File: src/rtl/smg_bcd_module.sv
// smg_bcd_module: 20-bit binary to six packed BCD digits by iterative
// double-dabble, with leading-zero blank mask and saturation flag.
// Digit n of BCD_Data / bit n of Blank_Mask line up with scan bit n.
module smg_bcd_module #(
  parameter logic [19:0] NUM_MAX = 20'd999999,
  parameter logic [4:0]  ITER    = 5'd20
) (
  input  logic        CLK,
  input  logic        RST,
  input  logic        Start_Sig,
  input  logic [19:0] Number_Data,
  output logic        Busy_Sig,
  output logic        Done_Sig,
  output logic [23:0] BCD_Data,
  output logic [5:0]  Blank_Mask,
  output logic        Overflow_Flag
);

  typedef enum logic [1:0] {IDLE, SHIFT, DONE} state_t;

  state_t      state;
  logic [19:0] bin_r;
  logic [23:0] bcd_r;
  logic [4:0]  cnt;
  logic        ovf_r;

  logic [23:0] bcd_adj;
  logic [5:0]  blank_nxt;

  // add-3 correction on every nibble that would overflow a decimal digit
  always_comb begin
    bcd_adj = '0;
    for (int unsigned i = 0; i < 6; i++) begin
      if (bcd_r[4*i +: 4] >= 4'd5)
        bcd_adj[4*i +: 4] = bcd_r[4*i +: 4] + 4'd3;
      else
        bcd_adj[4*i +: 4] = bcd_r[4*i +: 4];
    end
  end

  // leading-zero mask: a digit blanks only if every digit to its left blanks;
  // the rightmost digit always shows
  always_comb begin
    blank_nxt    = '0;
    blank_nxt[5] = (bcd_r[23:20] == 4'd0);
    blank_nxt[4] = blank_nxt[5] && (bcd_r[19:16] == 4'd0);
    blank_nxt[3] = blank_nxt[4] && (bcd_r[15:12] == 4'd0);
    blank_nxt[2] = blank_nxt[3] && (bcd_r[11:8]  == 4'd0);
    blank_nxt[1] = blank_nxt[2] && (bcd_r[7:4]   == 4'd0);
    blank_nxt[0] = 1'b0;
  end

  // conversion FSM with registered outputs
  always_ff @(posedge CLK) begin
    if (RST) begin
      state         <= IDLE;
      bin_r         <= '0;
      bcd_r         <= '0;
      cnt           <= '0;
      ovf_r         <= 1'b0;
      Busy_Sig      <= 1'b0;
      Done_Sig      <= 1'b0;
      BCD_Data      <= '0;
      Blank_Mask    <= 6'b111110;
      Overflow_Flag <= 1'b0;
    end else begin
      Done_Sig <= 1'b0;
      case (state)
        IDLE: begin
          if (Start_Sig) begin
            bin_r    <= (Number_Data > NUM_MAX) ? NUM_MAX : Number_Data;
            ovf_r    <= (Number_Data > NUM_MAX);
            bcd_r    <= '0;
            cnt      <= '0;
            Busy_Sig <= 1'b1;
            state    <= SHIFT;
          end
        end
        SHIFT: begin
          {bcd_r, bin_r} <= {bcd_adj[22:0], bin_r, 1'b0};
          cnt            <= cnt + 5'd1;
          if (cnt == ITER - 5'd1)
            state <= DONE;
        end
        DONE: begin
          BCD_Data      <= bcd_r;
          Blank_Mask    <= blank_nxt;
          Overflow_Flag <= ovf_r;
          Done_Sig      <= 1'b1;
          Busy_Sig      <= 1'b0;
          state         <= IDLE;
        end
        default: state <= IDLE;
      endcase
    end
  end

endmodule

File: config.mk
export PLATFORM = sky130hd
export DESIGN_NAME = smg_bcd_module
export DESIGN_NICKNAME = d
export VERILOG_FILES = /design/src/rtl/smg_bcd_module.sv
export SDC_FILE = /design/constraint.sdc
export NUM_CORES = 1
export LEC_CHECK = 0
export ABC_AREA = 1
export BUFFER_PORTS_ARGS = -buffer_cell sky130_fd_sc_hd__buf_2
export CAP_MARGIN = 20
export CORE_MARGIN = 8
export CORE_UTILIZATION = 35
export CTS_CLUSTER_DIAMETER = 30
export DETAILED_ROUTE_END_ITERATION = 8
export REMOVE_ABC_BUFFERS = 1
export SLEW_MARGIN = 20
export SYNTH_ARGS = -nofsm -noshare
export SYNTH_HDL_FRONTEND = slang
export SYNTH_SLANG_ARGS = --single-unit
File: constraint.sdc
create_clock -name CLK -period 3.3 [get_ports CLK]
set_clock_uncertainty 0.15 [all_clocks]
set_input_delay 0 -clock CLK [delete_from_list [all_inputs] [get_ports CLK]]
set_output_delay 0 -clock CLK [all_outputs]
set_load 0.01 [all_outputs]
; ---- Word-level counts from Yosys, hierarchy flattened
; Index checks and enable logic that the tools add are counted.
[classes]
n_addsub = 7
n_lt_le_gt_ge = 7
eq_ne = 5
n_mux = 19
n_reduce_logical = 16
[ops]
columns = cell, n
row1 = 24-bit case mux with 2 select lines, 1
row2 = 20-bit 2-to-1 mux, 2
row3 = 20-bit case mux with 2 select lines, 1
row4 = "4-bit by 3-bit >= comparator with 1-bit output, second input constant", 6
row5 = 24-bit 2-to-1 mux, 1
row6 = "4-bit by 2-bit adder with 4-bit output, second input constant", 5
row7 = "20-bit > comparator, second input constant", 1
row8 = 4-bit logical NOT, 5
row9 = 4-bit 2-to-1 mux, 5
row10 = 5-bit case mux with 2 select lines, 1
row11 = 2-bit AND reduction, 4
row12 = "5-bit by 1-bit adder with 5-bit output, second input constant", 1
row13 = "5-bit equality test, second input constant", 1
row14 = 5-bit 2-to-1 mux, 1
row15 = 1-bit logical AND, 4
row16 = 2-bit 2-to-1 mux, 2
row17 = "2-bit != test, second input constant", 2
row18 = 2-bit case mux with 2 select lines, 1
row19 = 2-bit nonzero test, 2
row20 = "3-bit by 2-bit adder with 3-bit output, second input constant", 1
row21 = 3-bit 2-to-1 mux, 1
row22 = "2-bit by 1-bit equality test with 1-bit output, second input constant", 1
row23 = "2-bit equality test, second input constant", 1
row24 = 2-bit logical NOT, 1
row25 = 2 further kinds, 3
[totals]
regBits = 84
input_bits = 23
out_inout_bits = 33

; ---- Longest topological paths before layout
[depth]
word_depth = 5
ltp_mapped = 8
depth_no_buf = 8

; ---- Worst setup path after synthesis
; Ideal clock, no wire load.
[synth_timing]
kind = reg2reg
startpoint = register bcd_r[8]
endpoint = register bcd_r[10]
setup_ns = 0.121
t_arrival_ns = 1.214
slack_ns = 1.815
path_stages_with_launch = 8
path_buffers = 0
synth_period_minus_slack_ns = 1.485
path_cell_list = dfxtp_1 -> inv_1 -> ha_1 -> inv_1 -> o21ai_0 -> nand2_1 -> o211ai_1 -> o21ai_2
[synth_via]
elab_chain_cells = 3
elab_cells_between_ends = 4
classes_between = 1 x add/sub / 1 x order compare / 2 x mux
[synth_rtl]
columns = element, line_no
row1 = "start, declared", 23  ; logic [23:0] bcd_r;
row2 = "start signal, assigned", 80  ; {bcd_r, bin_r} <= {bcd_adj[22:0], bin_r, 1'b0};
row3 = 4-bit by 2-bit adder with 4-bit output or 4-bit by 3-bit >= comparator with 1-bit output (tied branches), "35, 34"
row4 = 4-bit 2-to-1 mux *, 34  ; if (bcd_r[4*i +: 4] >= 4'd5)
row5 = 24-bit case mux with 2 select lines *, 68  ; case (state)
; Every way passes the cells marked *; elsewhere a longest branch is shown, timed or not.
; A chain may end at the register's enable or synchronous reset.

; ---- Final worst setup path
[layout_timing]
startpoint = input port Number_Data[6]
endpoint = register bin_r[0]
[layout_via]
elab_chain_cells = 4
[layout_rtl]
columns = element, line_no
row1 = "start, declared", 11  ; input logic [19:0] Number_Data,
row2 = 20-bit > comparator, 71  ; bin_r <= (Number_Data > NUM_MAX) ? NUM_MAX : Number_Data;
row3 = 20-bit 2-to-1 mux, 71
row4 = 20-bit 2-to-1 mux, 70  ; if (Start_Sig) begin
row5 = 20-bit case mux with 2 select lines, 68
row6 = "end signal, assigned", 71
row7 = "end signal, assigned", 80
row8 = "end, declared", 22  ; logic [19:0] bin_r;
; No other way between the ends. The select of a mux whose other input is x is not followed.

==> metrics.cfg <==
[route]
vias=3453
wirelength_mm=9.302
ant_nets=0
drc=0
first_iter_violations=186
wl_per_cell_microns=13.08
first_pass_iters=4
viasPerCell=4.857

[setup_path]
cp_slowest_cell=dlygate4sd3_1
cp-end-kind=flip-flop
cp.required_ns=3.37
max_stage_delay_ns=0.55
r2r_end=bin_r[16]
crit_chain=dlygate4sd3_1, buf_2, nor2_1, nand2_1, nand2_1, nand2_1, nand2_2, nand2_2, nor2_1, o21ai_1, dlygate4sd3_1
r2r_start=state[1]
rr_worst_depth=6
cp_max_fo=9
crit_arrival_ns=2.00
critPathKind=input pin to flip-flop
reg2reg_slack_ns=1.43
critPathMostFrequentCell=nand2_1
startpoint_type=input pin

[sta]
fin_ws_ns=1.372
fmax_mhz=518.8
grt_setup_unrepaired=false
relSlewSlack_pct=61.43
maxSlewViolCount=0
fin_hold_ws_ns=0.02209
finalSetupTns_ns=0
finalCriticalPeriod_ns=1.928
setup_viol=0
fin_crit_sh_pct=58.41
finalHoldViolations=0
tightest_slew_ns=0.5778

[cells_and_area]
multi_input_area_sq_mm=0.001881
fin_nets=603
final_common_cell=dfxtp_1
stdcell_count=711
mostFrequentLayoutCells=dfxtp_1 (84), nand2_1 (63), inv_1 (57)
syn_to_final_growth_pct=21.20
final_util_pct=42.90
seqCellArea_sq_mm=0.001682
n_fill_cell=1127
drive_above_1_share_pct=19.01
antenna_cells=0

[power_and_ir_drop]
leakage_uw=0.002121
power_density_mw_per_mm2=466.8
peakVddDrop_v=0.0002054

[floorplan]
die_w_microns=122.5
core_sq_mm=0.01122
dieArea_sq_mm=0.01501
die_h_microns=122.5
num_rows=39
initial_core_util_pct=35.40
pin_count=56

[global_routing]
grt_overflow=0
grt_pass1_wl_mm=15.81
grt_pass1_vias=3402
grt_max_degree=48
track_usage_pct=12.90
antenna_found_initial=0

[hold_path]
whs_path_depth=2
hp-class=input pin to flip-flop
hold_start=RST
hold_end=bin_r[15]

[yosys]
synth_edf_count=0
ys_types=36
seq_area_frac_synth_pct=42.33
synth_warnings=0
synth_ff_type=dfxtp_1
syn_area_sq_mm=0.003973
ys_ff_latch=84
netlist_instances=495
async_flop_share_pct=0
avgSynthCellArea_sq_um=8.025

[clock_tree]
clock_latency_ns=0.33
clkSinkCount=84
numCtsBuffers=9
cts.clk_slew.worst_paths_ns=0.06
cts_root_buffer=clkbuf_16
cts_max_path_buffers=2
cts_max_level=3
cts_tree=yes

[run_status]
status=completed

[place]
place_ws_ns=1.616
hpwl_mm=6.341
port_buffers=54
gp_congestion=0.8524
place_inst=670

[flow_run]
drv_cap=0

[cell type report]
type	count	area share [%]
multi-input combinational	325	39.06
clock buffer	10	4.964
tap	143	3.716
inverter	62	4.886
sequential	84	34.93
clock inverter	6	1.325
timing repair buffer	81	11.12
[cells by family after synthesis]
| logic type | synth area share [%] |
|---|---|
| AO/OA/AOI/OAI | 22.80 |
| XOR/XNOR | 0.6615 |
| adder cells (fa/ha/maj) | 5.354 |
| buffers and inverters | 10.33 |
| flip-flops | 42.33 |
| other | 0.09440 |
| AND/OR/NAND/NOR | 18.43 |
[stage by stage]
step | power, uW | area [sq um]
after global routing | 2350 | 4815
after CTS | 2269 | 4815
after detailed placement | 1235 | 4262
after global placement | 1231 | 4262
final | 2247 | 4815
after floorplan | 1180 | 3797
[state kept, by name, indices dropped and copies added, names as in the netlist]
signal	cells
BCD_Data	24
Blank_Mask	5
Busy_Sig	1
Done_Sig	1
Overflow_Flag	1
bcd_r	24
bin_r	20
cnt	5
ovf_r	1
state	2
[worst max path at each step]
| stage | from | to | slack [ns] | cells past startpoint |
|---|---|---|---|---|
| floorplan | state[1] | bcd_r[20] | 1.62 | 7 |
| CTS | Number_Data[17] | bin_r[0] | 1.37 | 11 |
| global placement | state[1] | bcd_r[23] | 1.67 | 6 |
| detailed placement | state[0] | bcd_r[23] | 1.62 | 5 |
| global route | Number_Data[6] | bin_r[0] | 1.21 | 11 |
| finish | Number_Data[6] | bin_r[0] | 1.37 | 11 |
[what timing repair did]
action / 4_1_cts / 5_1_grt
hold buffers: 25 / 0
gates resized for setup: 0 / 0
buffers inserted: 0 / 0
hold endpoints to repair: 20 / 0
[Yosys cell counts (8+ instances only)]
library cell  instances  area (sq um)
nand4_1              10         62.56
o21ai_2              11         96.34
nor2_1               50         187.7
a22oi_1               9         67.56
inv_1                57         214.0
buf_2                 8         40.04
dfxtp_1              84          1682
ha_1                 17         212.7
a21oi_1              46         230.2
nand3_1              16         80.08
o21ai_0              49         245.2
nand2_1              63         236.5
[report_power, final]
group          total [uW]  leakage, uW  internal [uW]  switching, uW
Clock                1010     0.000144            605            405
Sequential           1060     0.000682           1040           14.7
Combinational         181      0.00129           72.0            109
[worst max-delay path: cells and delay by family]
family | cells | cell delay [ns]
buffers and inverters | 3 | 1.23
AND/OR/NAND/NOR | 7 | 0.68
AO/OA/AOI/OAI | 1 | 0.07
[layer usage]
metal	vias up	part of all wire [%]	global-route usage [%]	routed length [microns]
li1	1801	-	-	-
met1	1577	49	15.73	4553
met2	63	46	21.83	4325
met3	12	3.1	2.392	292
met4	0	1.4	5.560	131
met5	-	0	0	0
Power figures use the tool's default switching activity.
